[src/rtl/prt_pkg.sv]
`default_nettype none
// -----------------------------------------------------------------------------
// prt_pkg - shared state type, retry width and index-width helper for prt_filter_multi
// Rev 1.0 - initial release
// -----------------------------------------------------------------------------
package prt_pkg;

    typedef enum logic [2:0] {
        IDLE = 3'd0,
        QUAL = 3'd1,
        TRIP = 3'd2,
        HOLD = 3'd3,
        LOCK = 3'd4
    } prt_state_t;

    localparam int RTY_W = 4;

    function automatic int clog2_min1(input int n);
        int r;
        r = 1;
        for (int i = 1; i < 31; i++) begin
            if ((1 << i) < n) r = i + 1;
        end
        return r;
    endfunction

endpackage
`default_nettype wire

[src/rtl/prt_chan.sv]
`default_nettype none
// -----------------------------------------------------------------------------
// prt_chan - one protection channel: assert qualification, release delay, retry lock
// Rev 1.0 - initial release; retry/lock logic present only with PRT_LATCH_EN
// -----------------------------------------------------------------------------
module prt_chan
    import prt_pkg::*;
#(
    parameter int AW          = 8,
    parameter int ASSERT_DLY  = 3,
    parameter int RELEASE_DLY = 150,
    parameter int RETRY_MAX   = 3
) (
    input  logic clk,
    input  logic Rst_n,
    input  logic prt,
    input  logic mask,
    input  logic clr,
    output logic prt_dly,
    output logic latched,
    output logic trip_entry,
    output logic prot_nxt
);

    localparam logic [AW:0] ASSERT_THR  = (AW+1)'(ASSERT_DLY);
    localparam logic [AW:0] RELEASE_THR = (AW+1)'(RELEASE_DLY);
    localparam bit          ASSERT_ONE  = (ASSERT_DLY <= 1);
    localparam bit          RELEASE_ONE = (RELEASE_DLY <= 1);

    prt_state_t    state, state_nxt, entry_state;
    logic [AW-1:0] cnt, cnt_nxt, cnt_inc;
    logic [AW:0]   cnt_p1;

    assign cnt_p1  = {1'b0, cnt} + (AW+1)'(1);
    assign cnt_inc = (&cnt) ? cnt : cnt + AW'(1);

`ifdef PRT_LATCH_EN
    localparam logic [RTY_W-1:0] RTY_LIM = RTY_W'(RETRY_MAX);
    logic [RTY_W-1:0] rty, rty_base, rty_inc;

    // Clr zeroes first, so a trip in the same cycle counts as retry 1.
    assign rty_base    = clr ? '0 : rty;
    assign rty_inc     = (rty_base >= RTY_LIM) ? rty_base : rty_base + RTY_W'(1);
    assign entry_state = (rty_inc >= RTY_LIM) ? LOCK : TRIP;
`else
    logic unused_cfg;
    assign unused_cfg  = ^{clr, RETRY_MAX};
    assign entry_state = TRIP;
`endif

    always_comb begin
        state_nxt  = state;
        cnt_nxt    = cnt;
        trip_entry = 1'b0;
        if (mask && (state != LOCK)) begin
            state_nxt = IDLE;
            cnt_nxt   = '0;
        end else begin
            case (state)
                IDLE: begin
                    if (prt) begin
                        if (ASSERT_ONE) begin
                            state_nxt  = entry_state;
                            cnt_nxt    = '0;
                            trip_entry = 1'b1;
                        end else begin
                            state_nxt = QUAL;
                            cnt_nxt   = AW'(1);
                        end
                    end
                end
                QUAL: begin
                    if (!prt) begin
                        state_nxt = IDLE;
                        cnt_nxt   = '0;
                    end else if (cnt_p1 >= ASSERT_THR) begin
                        state_nxt  = entry_state;
                        cnt_nxt    = '0;
                        trip_entry = 1'b1;
                    end else begin
                        cnt_nxt = cnt_inc;
                    end
                end
                TRIP: begin
                    if (!prt) begin
                        state_nxt = RELEASE_ONE ? IDLE : HOLD;
                        cnt_nxt   = RELEASE_ONE ? '0 : AW'(1);
                    end
                end
                HOLD: begin
                    // A fault during release re-trips at once without touching rty.
                    if (prt) begin
                        state_nxt = TRIP;
                        cnt_nxt   = '0;
                    end else if (cnt_p1 >= RELEASE_THR) begin
                        state_nxt = IDLE;
                        cnt_nxt   = '0;
                    end else begin
                        cnt_nxt = cnt_inc;
                    end
                end
`ifdef PRT_LATCH_EN
                LOCK: begin
                    if (clr) begin
                        state_nxt = HOLD;
                        cnt_nxt   = '0;
                    end
                end
`endif
                default: begin
                    state_nxt = HOLD;
                    cnt_nxt   = '0;
                end
            endcase
        end
    end

    assign prot_nxt = (state_nxt == TRIP) || (state_nxt == HOLD) || (state_nxt == LOCK);

    always_ff @(posedge clk) begin
        if (!Rst_n) begin
            state   <= HOLD;
            cnt     <= '0;
            prt_dly <= 1'b1;
        end else begin
            state   <= state_nxt;
            cnt     <= cnt_nxt;
            prt_dly <= prot_nxt;
        end
    end

`ifdef PRT_LATCH_EN
    always_ff @(posedge clk) begin
        if (!Rst_n) begin
            rty     <= '0;
            latched <= 1'b0;
        end else begin
            rty     <= trip_entry ? rty_inc : rty_base;
            latched <= (state_nxt == LOCK);
        end
    end
`else
    assign latched = 1'b0;
`endif

endmodule
`default_nettype wire

[src/rtl/prt_filter_multi.sv]
`default_nettype none
// -----------------------------------------------------------------------------
// prt_filter_multi - multi-channel protection qualifier with first-fault capture
// Rev 1.0 - initial release; PRT_LATCH_EN enables retry counting and channel lock
// -----------------------------------------------------------------------------
module prt_filter_multi
    import prt_pkg::*;
#(
    parameter  int CH          = 4,
    parameter  int AW          = 8,
    parameter  int ASSERT_DLY  = 3,
    parameter  int RELEASE_DLY = 150,
    parameter  int RETRY_MAX   = 3,
    localparam int IW          = clog2_min1(CH)
) (
    input  logic          clk,
    input  logic          Rst_n,
    input  logic [CH-1:0] Prt,
    input  logic [CH-1:0] Mask,
    input  logic          Clr,
    output logic [CH-1:0] Prt_dly,
    output logic          Prt_any,
    output logic [CH-1:0] Latched,
    output logic [IW-1:0] First_idx,
    output logic          First_valid
);

    logic [CH-1:0] trip_entry;
    logic [CH-1:0] prot_nxt;
    logic [IW-1:0] first_sel;
    logic          capture;

    for (genvar i = 0; i < CH; i++) begin : g_chan
        prt_chan #(
            .AW          (AW),
            .ASSERT_DLY  (ASSERT_DLY),
            .RELEASE_DLY (RELEASE_DLY),
            .RETRY_MAX   (RETRY_MAX)
        ) u_chan (
            .clk        (clk),
            .Rst_n      (Rst_n),
            .prt        (Prt[i]),
            .mask       (Mask[i]),
            .clr        (Clr),
            .prt_dly    (Prt_dly[i]),
            .latched    (Latched[i]),
            .trip_entry (trip_entry[i]),
            .prot_nxt   (prot_nxt[i])
        );
    end

    // Lowest index wins when several channels trip on the same edge.
    always_comb begin
        first_sel = '0;
        for (int i = CH - 1; i >= 0; i--) begin
            if (trip_entry[i]) first_sel = IW'(i);
        end
    end

    assign capture = (|trip_entry) && (!First_valid || Clr);

    always_ff @(posedge clk) begin
        if (!Rst_n) begin
            Prt_any     <= 1'b1;
            First_idx   <= '0;
            First_valid <= 1'b0;
        end else begin
            Prt_any <= |prot_nxt;
            if (capture) begin
                First_idx   <= first_sel;
                First_valid <= 1'b1;
            end else if (Clr) begin
                First_valid <= 1'b0;
            end
        end
    end

endmodule
`default_nettype wire

[config.mk]
export PLATFORM = sky130hd
export DESIGN_NAME = prt_filter_multi
export DESIGN_NICKNAME = d
export VERILOG_FILES = /design/src/rtl/prt_pkg.sv /design/src/rtl/prt_chan.sv /design/src/rtl/prt_filter_multi.sv
export SDC_FILE = /design/constraint.sdc
export NUM_CORES = 1
export LEC_CHECK = 0
export CAP_MARGIN = 20
export CORE_MARGIN = 2
export CORE_UTILIZATION = 48
export CTS_CLUSTER_SIZE = 25
export DETAILED_ROUTE_END_ITERATION = 6
export GPL_TIMING_DRIVEN = 0
export PLACE_DENSITY = 0.79
export SYNTH_ARGS = -nofsm -noshare
export SYNTH_HDL_FRONTEND = slang
export SYNTH_SLANG_ARGS = --single-unit
[constraint.sdc]
create_clock -name clk -period 7.1 [get_ports clk]
set_input_delay 1.065 -clock clk [delete_from_list [all_inputs] [get_ports clk]]
set_output_delay 1.065 -clock clk [all_outputs]
set_load 0.02 [all_outputs]
==> reports/metrics.cfg, run 1 <==
[outcome]
outcome=finished, final reports clean

[clocking]
clk_latency_ns=0.31
ctsHtreeMaxLevel=2
clock-sinks=52
root_buffer=clkbuf_8
clk_pin_slew_ns=0.09
clockBufferDepth=2
cts_tree=built
post_cts_buffers=0
postCtsHoldBufs=0
cts_buffers=5
cts_resized=0

[detailed_routing]
wl_met3_um=469
route.top_layer_used=met4
drt_pre_antenna_iters=5
routed_via_density=5.86
num_vias=3767
drc=0
wl_mm=8.77
drt_iter0_drc=128
post_drt_wl_per_cell_um=13.6
ant_nets=0
met1Wirelength_mm=4.22
wl_met2_mm=4.02

[floorplan]
dieArea_sq_mm=0.00871
die_w_um=93.3
start_util=0.496
core_sq_mm=0.00773
rows=32
num_io_pins=23
die_h_um=93.3

[synthesis]
synthesis.area_sq_mm=0.00383
synth_edf_count=0
syn-mean-instance-area_sq_um=7.52
ys_types=77
async_reset_ff_frac=0
ys_seq_area_frac=0.272
synthFlopType=dfxtp_1
netlist_top_cells_area=dfxtp_1 27%, nand2_1 5.9%, nor2_1 4.2%
synth_top_area_share=0.272
synth_area_leader_cell=dfxtp_1
yosysWarnings=0
synth-seq-cells=52
netlist_instances=509

[timing]
worstMarginPinSlew_ns=0.992
rsz0062_at_grt=false
finalCritPeriodShare=0.397
finalHoldViolations=0
setup_violations=0
finalMaxSlewViolations=0
clock-skew-final_ns=0.00595
slew_headroom=0.333
layout_min_cycle_time_ns=2.82
whs_ns=0.494
setup_tns_ns=0
clock.fmax_ghz=0.355

[final_layout]
diodes=0
fill_cells=738
area_growth_syn_to_layout_pct=11.3
multi_input_area_sq_mm=0.00250
fin_area_sq_mm=0.00426
final_nets=563
drive_above_1_share=0.0943
regArea_sq_mm=0.00104

[setup_path]
startpoint=Prt[2]
startpoint_type=input port
required_ns=7.31
crit_type=in -> reg
cp-end-kind=flip-flop
rr_endpoint=Prt_any
r2r_start=g_chan[1].u_chan.cnt[0]
arrival_ns=3.03
r2r_cells=8
crit_fanout=10
endpoint=g_chan[2].u_chan.cnt[3]
r2r_slack_ns=4.44

[power_and_ir_drop]
powerDensity_mw_per_mm2=142
peakVddDrop_v=0.0000941
p_leak_nw=1.59
finalPower_w=0.000605

[global_route]
grt_overflow=0
grt_pass1_vias=3361
grt_pass1_wl_mm=14.9
grt_start_max_net_pins=16
antenna_found_initial=0
grt_usage=0.204

[place]
postPlaceCellArea_sq_mm=0.00416
dp_hpwl_mm=6.45
place_congestion=0.922
portBuffers=16

[hold_path]
holdCritPathClass=reg -> reg
hold_start=First_idx[0]

[run]
cap_violations=0

==> worst max-delay path: stages <==
cell	delay, ns
clkdlybuf4s50_1	0.51
nor2b_1	0.11
nor4_2	0.83
nor2_1	0.21
nor4_1	0.31
==> logic make-up after synthesis <==
kind of cell	after synthesis	synth area share
DFF	52	0.272
other	1	0.000979
and+or+nand+nor	218	0.300
AOI/OAI and AO/OA	149	0.273
muxes	6	0.0176
xor gates and xnor gates	6	0.0137
adders and majority gates	12	0.0392
buffers and inverters	65	0.0836
==> cell usage in the layout, fill, tap and decap left out, types with 5 or more instances in the layout <==
cell and instances:
a211o_1 5, a21oi_1 28, a31oi_1 12, and3_1 8, buf_2 11, buf_4 9
clkbuf_1 14, clkbuf_8 5, clkdlybuf4s50_1 16, conb_1 8, dfxtp_1 52, ha_1 12
inv_1 28, nand2_1 60, nand2b_1 12, nand3_1 17, nand4_1 7, nor2_1 43
nor2b_1 13, nor3_1 12, nor4_1 13, o211ai_1 5, o21a_1 7, o21ai_0 13
o21ai_1 14, o31ai_1 6, or3_1 6, xnor2_1 6
==> sequential cells by signal, indices dropped and copies added (netlist names) <==
| register | count |
|---|---|
| First_idx | 2 |
| First_valid | 1 |
| Prt_any | 1 |
| g_chan.u_chan.cnt | 32 |
| g_chan.u_chan.prt_dly | 4 |
| g_chan.u_chan.state | 12 |
==> power breakdown <==
part | leakage (nW) | total (W) | switching, W | internal, W
logic | 1.12 | 0.0000913 | 0.0000543 | 0.0000370
clock network | 0.0552 | 0.000206 | 0.000101 | 0.000105
registers | 0.424 | 0.000308 | 0.00000819 | 0.000299
==> through the flow <==
step                      setup slack [ns]   util  cells
after global routing                  4.04  0.552    643
after floorplan                       4.62      -    516
after detailed placement              3.98  0.538    635
after global placement                3.54  0.536    634
after CTS                             4.31  0.552    643
final                                 4.28  0.552    643
==> synth_stat cells (13+ instances only) <==
cell type / number
nand3_1: 17
o21ai_1: 14
o21ai_0: 13
nor4_1: 14
nor2b_1: 13
dfxtp_1: 52
nor2_1: 43
clkbuf_1: 13
a21oi_1: 28
nand2_1: 60
inv_1: 28
==> final cells by class <==
class                   count  share of cell area
plain buffers              36              0.0496
clock buffers               6              0.0170
clock inverters             2             0.00822
inverters                  29              0.0255
multi-input cells         399               0.587
flip-flops and latches     52               0.244
well taps                 102              0.0299
repair buffers             17              0.0387
==> how the worst min path moves through the flow <==
stage	end	slack, ns	cells past startpoint
6_report	First_idx[0]	0.49	2
5_1_grt	First_idx[0]	0.52	2
4_1_cts	First_idx[0]	0.50	2
3_5_place_dp	First_idx[0]	0.49	2
3_3_place_gp	First_idx[0]	0.47	2
2_1_floorplan	g_chan[1].u_chan.cnt[0]	0.47	1
==> routing by layer <==
layer	GRT usage	up-vias
li1	-	1916
met2	0.345	110
met1	0.275	1735
met4	0.0404	0
met3	0.0322	6
met5	0	-
Note: power is estimated with default switching activity, not from simulation.
==> run 2, diff against run 1 <==
PLACE_DENSITY = 0.81   (was 0.79)
clock period = 2.4 ns   (was 7.1 ns; I/O delays follow)
==> run 2 against run 1 <==
  * Non-clock buffer count rose by 23
  * Sequential share of layout area fell by 1.7 points
  * Final cell count rose by 3.6%
  * Highest routed layer unchanged
  * Global-route usage rose by 1.6 points
  * Die area did not move
  * Design area rose by 11%
  * Routed wire length rose by 17%
  * Clock skew rose by 0.0017 ns
  * Via count rose by 9.7%
  * Sequential power rose to 2.9 times the previous value
  * Clock power rose to 2.7 times the previous value
  * Largest cell class unchanged
==> reports/metrics.cfg, run 2 (same netlist as run 1, synthesis figures left out) <==
[outcome]
outcome=finished, final reports clean

[floorplan]
die_w_um=93.3  ; unchanged
core_sq_mm=0.00773  ; unchanged
dieArea_sq_mm=0.00871  ; unchanged
rows=32  ; unchanged
num_io_pins=23  ; unchanged
start_util=0.496  ; unchanged
die_h_um=93.3  ; unchanged

[global_route]
busiest_layer=met2
grt_util_met2=0.385  ; +0.0408
grt_pass1_vias=3636  ; +8.2%
grt_usage=0.219  ; +0.0156
grt_start_max_net_pins=16  ; unchanged
grt_overflow=0  ; unchanged
met3_usage=0.0306  ; -0.00161
grt_use_met1=0.276  ; +0.000464
grt_pass1_wl_mm=15.9  ; +6.9%
antenna_found_initial=0  ; unchanged

[detailed_routing]
drc=0  ; unchanged
ant_nets=0  ; unchanged
post_drt_wl_per_cell_um=15.4  ; +13%
routed_via_density=6.21  ; +6.0%
num_vias=4134  ; +9.7%
wl_mm=10.3  ; +17%
drt_iter0_drc=259  ; +100%
drt_pre_antenna_iters=5  ; unchanged

[power_and_ir_drop]
peakVddDrop_v=0.000253  ; +170%
p_leak_nw=1.80  ; +13%
pwr-share-seq=0.511  ; +0.002
pwr-share-comb=0.178  ; +0.027
p_int_w=0.00125  ; +180%
switchingPower_w=0.000516  ; +220%
p_sw_frac=0.292  ; +0.0213
powerDensity_mw_per_mm2=375  ; +160%
pwr-share-clk=0.311  ; -0.029

[clocking]
root_buffer=clkbuf_8
clock-sinks=52  ; unchanged
clk_pin_slew_ns=0.10  ; about the same
cts_tree=built
cts_buffers=5  ; unchanged
clockBufferDepth=2  ; unchanged
ctsHtreeMaxLevel=2  ; unchanged
clk_latency_ns=0.31  ; about the same

[timing]
clock-skew-final_ns=0.00762  ; +0.00168 ns
setup_violations=0  ; unchanged
layout_min_cycle_time_ns=2.37
finalCritPeriodShare=0.988
clock.fmax_ghz=0.422
setup_tns_ns=0  ; unchanged
whs_ns=0.468  ; -0.0259 ns
slew_headroom=0.552  ; +0.219
worstMarginPinSlew_ns=0.668  ; -0.325 ns
finalMaxSlewViolations=0  ; unchanged
finalHoldViolations=0  ; unchanged

[final_layout]
fin_area_sq_mm=0.00472  ; +11%
final_nets=586  ; +4.1%
area_growth_syn_to_layout_pct=23.2
largest_reg_flops=32  ; unchanged
final_common_cell=nand2_1
diodes=0  ; unchanged
final_util=0.611  ; +0.0591
reg.largest.list=g_chan.u_chan.cnt x32, g_chan.u_chan.state x12, g_chan.u_chan.prt_dly x4
drive_above_1_share=0.206  ; +0.111
layout_common_cells=60 x nand2_1, 42 x nor2_1, 40 x dfxtp_1
largest_register=g_chan.u_chan.cnt

[run]
cap_violations=0  ; unchanged

[setup_path]
startpoint_type=flip-flop
crit_type=reg -> reg
cp-end-kind=flip-flop
crit_fanout=10  ; unchanged
r2r_cells=9  ; +1
arrival_ns=2.61  ; -0.42 ns
required_ns=2.64  ; -4.67 ns

[hold_path]
holdCritPathClass=in -> reg
hold_depth=2  ; unchanged

[place]
place_congestion=0.942  ; +2.2%
dp_hpwl_mm=6.59  ; +2.1%
portBuffers=16  ; unchanged
postPlaceCellArea_sq_mm=0.00415  ; about the same

## run 2: cell types whose count changed in the layout (fill, tap and decap cells not counted), sizes merged
cell      previous run  this run
clkinvlp             0         1
clkbuf              19        18
clkinv               1         0
buf                 24        49
bufinv               1         0
## run 2: critical path, stage by stage (launching register included)
cell     delay, ns
dfxtp_1       0.34
buf_6         0.13
nand4_1       0.16
nor2_2        0.14
mux2_2        0.38
or4_4         0.57
o22ai_4       0.19
buf_6         0.15
nand3_1       0.07
a21oi_1       0.17
## run 2: repair_timing
| action | CTS | global route |
|---|---|---|
| pin swaps | 3 | 30 |
| hold buffers | 0 | 0 |
| endpoints found under the setup margin | 38 | 39 |
| setup buffers | 4 | 20 |
| resized for setup | 21 | 55 |
| cloned | 0 | 1 |
## run 2: through the flow
stage,worst slack [ns],power [W],std cells
floorplan,0.0377,0.00112,516
global placement,-0.321,0.00119,634
detailed placement,-0.211,0.00119,636
CTS,0.00251,0.00176,647
global route,-0.0676,0.00184,666
finish,0.0283,0.00177,666
## run 2: path summary, 6_finish.rpt
check	from	to	slack, ns
setup / recovery	g_chan[0].u_chan.cnt[4]	g_chan[0].u_chan.cnt[6]	0.03
hold reg to reg	First_idx[0]	First_idx[0]	0.48
setup reg to reg	g_chan[0].u_chan.cnt[4]	g_chan[0].u_chan.cnt[6]	0.03
hold / removal	Prt[0]	g_chan[0].u_chan.state[0]	0.47
## run 2: final cells by class
type | instances | area, sq um
well taps | 102 | 128
fillers | 654 | 3010
plain buffers | 33 | 235
multi-input cells | 399 | 2730
flip-flops and latches | 52 | 1070
clock buffers | 7 | 86.3
inverters | 29 | 109
repair buffers | 43 | 358
clock inverters | 1 | 7.51
## run 2: routing by layer
metal	vias to the layer above	routed length [um]
li1	1967	-
met1	1904	4330
met2	224	5000
met3	39	681
met4	0	269
met5	-	0
## run 2: power by group through the flow
| stage | clock network (W) | registers (W) | logic (W) |
|---|---|---|---|
| after floorplan | 0 | 0.000924 | 0.000195 |
| after global placement | 0 | 0.000929 | 0.000257 |
| after detailed placement | 0 | 0.000930 | 0.000264 |
| after CTS | 0.000566 | 0.000910 | 0.000282 |
| after global routing | 0.000589 | 0.000910 | 0.000345 |
| final | 0.000550 | 0.000906 | 0.000315 |
==> run 3, diff against run 2 <==
REMOVE_ABC_BUFFERS = 1   (was not set)
SYNTH_HIERARCHICAL = 1   (was not set)
==> run 3 against run 2 <==
  * Global-route usage down 0.094 points
  * Non-clock buffer count down 41
  * Critical endpoint is now Prt_any
  * Count of clock-buffer cells in the layout down 2
  * Critical path depth down 1
  * Clock skew up 0.0056 ns
  * Sequential power up 2%
  * Total power up 7.5%
  * Worst hold slack better by 0.063 ns
  * Largest cell class unchanged
  * Register-to-register slack better by 0.06 ns
  * Fmax up 2.6%
  * First-iteration DRC count down 6.2%
  * Largest power group unchanged
  * Design area up 0.37%
==> reports/metrics.cfg, run 3 <==
[final_layout]
regArea_sq_mm=0.00108  ; +0.70%
final_cells=617  ; -7.4%
layout_common_cells=57 x nand2_1, 38 x dfxtp_1, 34 x inv_1
final_common_cell=nand2_1
diodes=0  ; unchanged
area_growth_syn_to_layout_pct=17.0
reg.largest.list=g_chan.u_chan/cnt x32, g_chan.u_chan/state x12, g_chan.u_chan/prt_dly x4
drive_above_1_share=0.252  ; +0.0463
largest_reg_flops=32  ; unchanged
fin_area_sq_mm=0.00474  ; +0.37%
final_nets=535  ; -8.7%
largest_register=g_chan.u_chan/cnt
fill_cells=672  ; +2.8%
multi_input_area_sq_mm=0.00297  ; +8.8%

[global_route]
busiest_layer=met2
grt_usage=0.218  ; -0.000938
met3_usage=0.0282  ; -0.00243
grt_start_max_net_pins=21  ; +5
grt_pass1_wl_mm=16.3  ; +2.3%
grt_use_met1=0.298  ; +0.0221
grt_util_met2=0.364  ; -0.0219
grt_overflow=0  ; unchanged
antenna_found_initial=0  ; unchanged
grt_pass1_vias=3385  ; -6.9%

[setup_path]
startpoint_type=flip-flop
crit_buf_inv=0  ; -2
cp-end-kind=flip-flop
rr_endpoint=Prt_any
r2r_slack_ns=0.09  ; +0.06 ns
r2r_start=g_chan[0].u_chan/cnt[0]
crit_type=reg -> reg
arrival_ns=2.47  ; -0.14 ns
crit_chain=ha_4, nand3_1, xor2_2, a2111oi_4, nor3b_2, a2bb2oi_2, nor4_2, nand2_1
crit_fanout=10  ; unchanged
cpMaxStageDelayCell=a2111oi_4
required_ns=2.56  ; -0.08 ns
crit_family=simple AND/OR/NAND/NOR gates
r2r_cells=8  ; -1
cpPeakStageDelay_ns=0.44  ; -0.13 ns

[floorplan]
dieArea_sq_mm=0.00919  ; +5.5%
start_util=0.493  ; -0.00286
die_h_um=95.8  ; +2.7%
die_w_um=95.8  ; +2.7%
core_sq_mm=0.00822  ; +6.3%
rows=33  ; +3.1%
num_io_pins=23  ; unchanged

[hold_path]
min_to=g_chan[2].u_chan/cnt[4]
holdCritPathClass=reg -> reg
hold_depth=2  ; unchanged
hold_start=g_chan[2].u_chan/cnt[4]

[clocking]
cts_buffers=5  ; unchanged
ctsHtreeMaxLevel=2  ; unchanged
clk_pin_slew_ns=0.10  ; about the same
clockBufferDepth=2  ; unchanged
root_buffer=clkbuf_8
clk_latency_ns=0.31  ; about the same
clock-sinks=52  ; unchanged
cts_tree=built

[detailed_routing]
wl_mm=10.0  ; -2.4%
num_vias=3842  ; -7.1%
routed_via_density=6.23  ; +0.32%
ant_nets=0  ; unchanged
drt_iter0_drc=243  ; -6.2%
drc=0  ; unchanged
post_drt_wl_per_cell_um=16.3  ; +5.4%
drt_pre_antenna_iters=5  ; unchanged

[synthesis]
netlist_top_cells_area=dfxtp_1 26%, nand2_1 5.3%, nor3_1 4.4%
ys_types=51  ; -34%
netlist_instances=486  ; -4.5%
ys_seq_area_frac=0.257  ; -0.0147
yosysWarnings=6  ; +6
yosysMostFrequentCell=nand2_1
syn-mean-instance-area_sq_um=8.33  ; +11%
synth-seq-cells=52  ; unchanged
synth_area_leader_cell=dfxtp_1
synthesis.area_sq_mm=0.00405  ; +5.7%
synth_top_area_share=0.257  ; -0.0147
synth_common_cells=57 x nand2_1, 52 x dfxtp_1, 36 x nor3_1
synthFlopType=dfxtp_1
synth_edf_count=0  ; unchanged
async_reset_ff_frac=0  ; unchanged

[place]
dp_hpwl_mm=6.84  ; +3.9%
dp_worst_setup_slack_ns=-0.398  ; -0.187 ns
postPlaceCellArea_sq_mm=0.00430  ; +3.5%
place_congestion=0.906  ; -3.9%
portBuffers=18  ; +2
placed_cells=596  ; -6.3%

[timing]
worstMarginPinSlew_ns=0.737  ; +0.0698 ns
layout_min_cycle_time_ns=2.31  ; -0.0593 ns
setup_violations=0  ; unchanged
rsz0062_at_grt=true
clock.fmax_ghz=0.432  ; +2.6%
slew_headroom=0.505  ; -0.0469
finalMaxSlewViolations=0  ; unchanged
finalWorstSetupSlack_ns=0.0876  ; +0.0593 ns
clock-skew-final_ns=0.0132  ; +0.00561 ns
finalHoldViolations=0  ; unchanged
finalCritPeriodShare=0.963  ; -0.0247

[power_and_ir_drop]
powerDensity_mw_per_mm2=402  ; +7.1%
peakVddDrop_v=0.000322  ; +27%
finalPower_w=0.00190  ; +7.5%
p_leak_nw=1.50  ; -16%

[outcome]
outcome=finished, final reports clean

[run]
cap_violations=0  ; unchanged

run 3: cell count changes after synthesis, moves of 6 or more:
cell,change
or3_1,-6
nor4_1,-13
a211oi_1,+10
nor3b_1,+6
inv_1,+6
a31oi_1,-8
nor3_1,+24
nor2_1,-23
nor4_2,+13
run 3: worst max-delay path by stage:
| stage | start | endpoint | cells after the start |
|---|---|---|---|
| 4_1_cts | g_chan[0].u_chan/cnt[0] | First_idx[0] | 10 |
| 3_5_place_dp | g_chan[1].u_chan/cnt[0] | First_idx[0] | 9 |
| 2_1_floorplan | g_chan[0].u_chan/cnt[1] | First_idx[0] | 9 |
| 3_3_place_gp | g_chan[0].u_chan/cnt[0] | First_idx[0] | 9 |
| 5_1_grt | g_chan[3].u_chan/cnt[0] | First_idx[0] | 10 |
| 6_report | g_chan[0].u_chan/cnt[0] | Prt_any | 8 |
run 3: through the flow:
| stage | hold WS (ns) | TNS [ns] | utilization |
|---|---|---|---|
| 5_1_grt | 0.554 | -0.0612 | 0.577 |
| 2_1_floorplan | 0.422 | -0.0142 | - |
| 4_1_cts | 0.530 | 0 | 0.551 |
| 3_3_place_gp | 0.486 | -1.47 | 0.520 |
| 3_5_place_dp | 0.498 | -2.77 | 0.523 |
| 6_report | 0.531 | 0 | 0.577 |
run 3: area by class of cell:
cell class	instances	share of cell area
Tap cell	105	0.0277
Inverter	34	0.0269
Sequential cell	52	0.228
Clock buffer	5	0.0145
Timing Repair Buffer	35	0.0644
Clock inverter	2	0.0127
Multi-Input combinational cell	384	0.626
run 3: cells by family (layout without fill, tap and decap cells):
group / count (synthesis) / in the layout / share of synthesized area
flip-flops: 52 / 52 / 0.257
other: 4 / 8 / 0.00371
XOR/XNOR: 12 / 12 / 0.0334
adder cells (fa/ha/maj): 12 / 12 / 0.0371
AO/OA/AOI/OAI: 136 / 136 / 0.269
AND/OR/NAND/NOR: 216 / 216 / 0.343
buffers and inverters: 54 / 76 / 0.0562
run 3: what timing repair did:
action,in CTS,in global routing
gates resized for setup,24,25
cloned,0,0
pin swaps,1,14
setup endpoints to repair,40,4
setup buffers,0,13
endpoints found under the hold margin,0,0
hold buffers,0,0
run 3: worst reg2reg max path, cell delays in order (launching register included):
cell	delay (ns)
dfxtp_4	0.43
ha_4	0.22
nand3_1	0.15
xor2_2	0.22
a2111oi_4	0.44
nor3b_2	0.12
a2bb2oi_2	0.19
nor4_2	0.30
nand2_1	0.09
run 3: metal layers:
| metal | up-vias | part of all wire |
|---|---|---|
| met3 | 17 | 0.054 |
| li1 | 1836 | - |
| met5 | - | 0 |
| met2 | 164 | 0.50 |
| met1 | 1825 | 0.43 |
| met4 | 0 | 0.014 |
run 3: report_power, final:
part	internal (W)	switching, W	leakage, nW
clock network	0.000411	0.000294	0.0642
registers	0.000881	0.0000397	0.434
logic	0.000121	0.000157	1.00
total	0.00141	0.000491	1.50
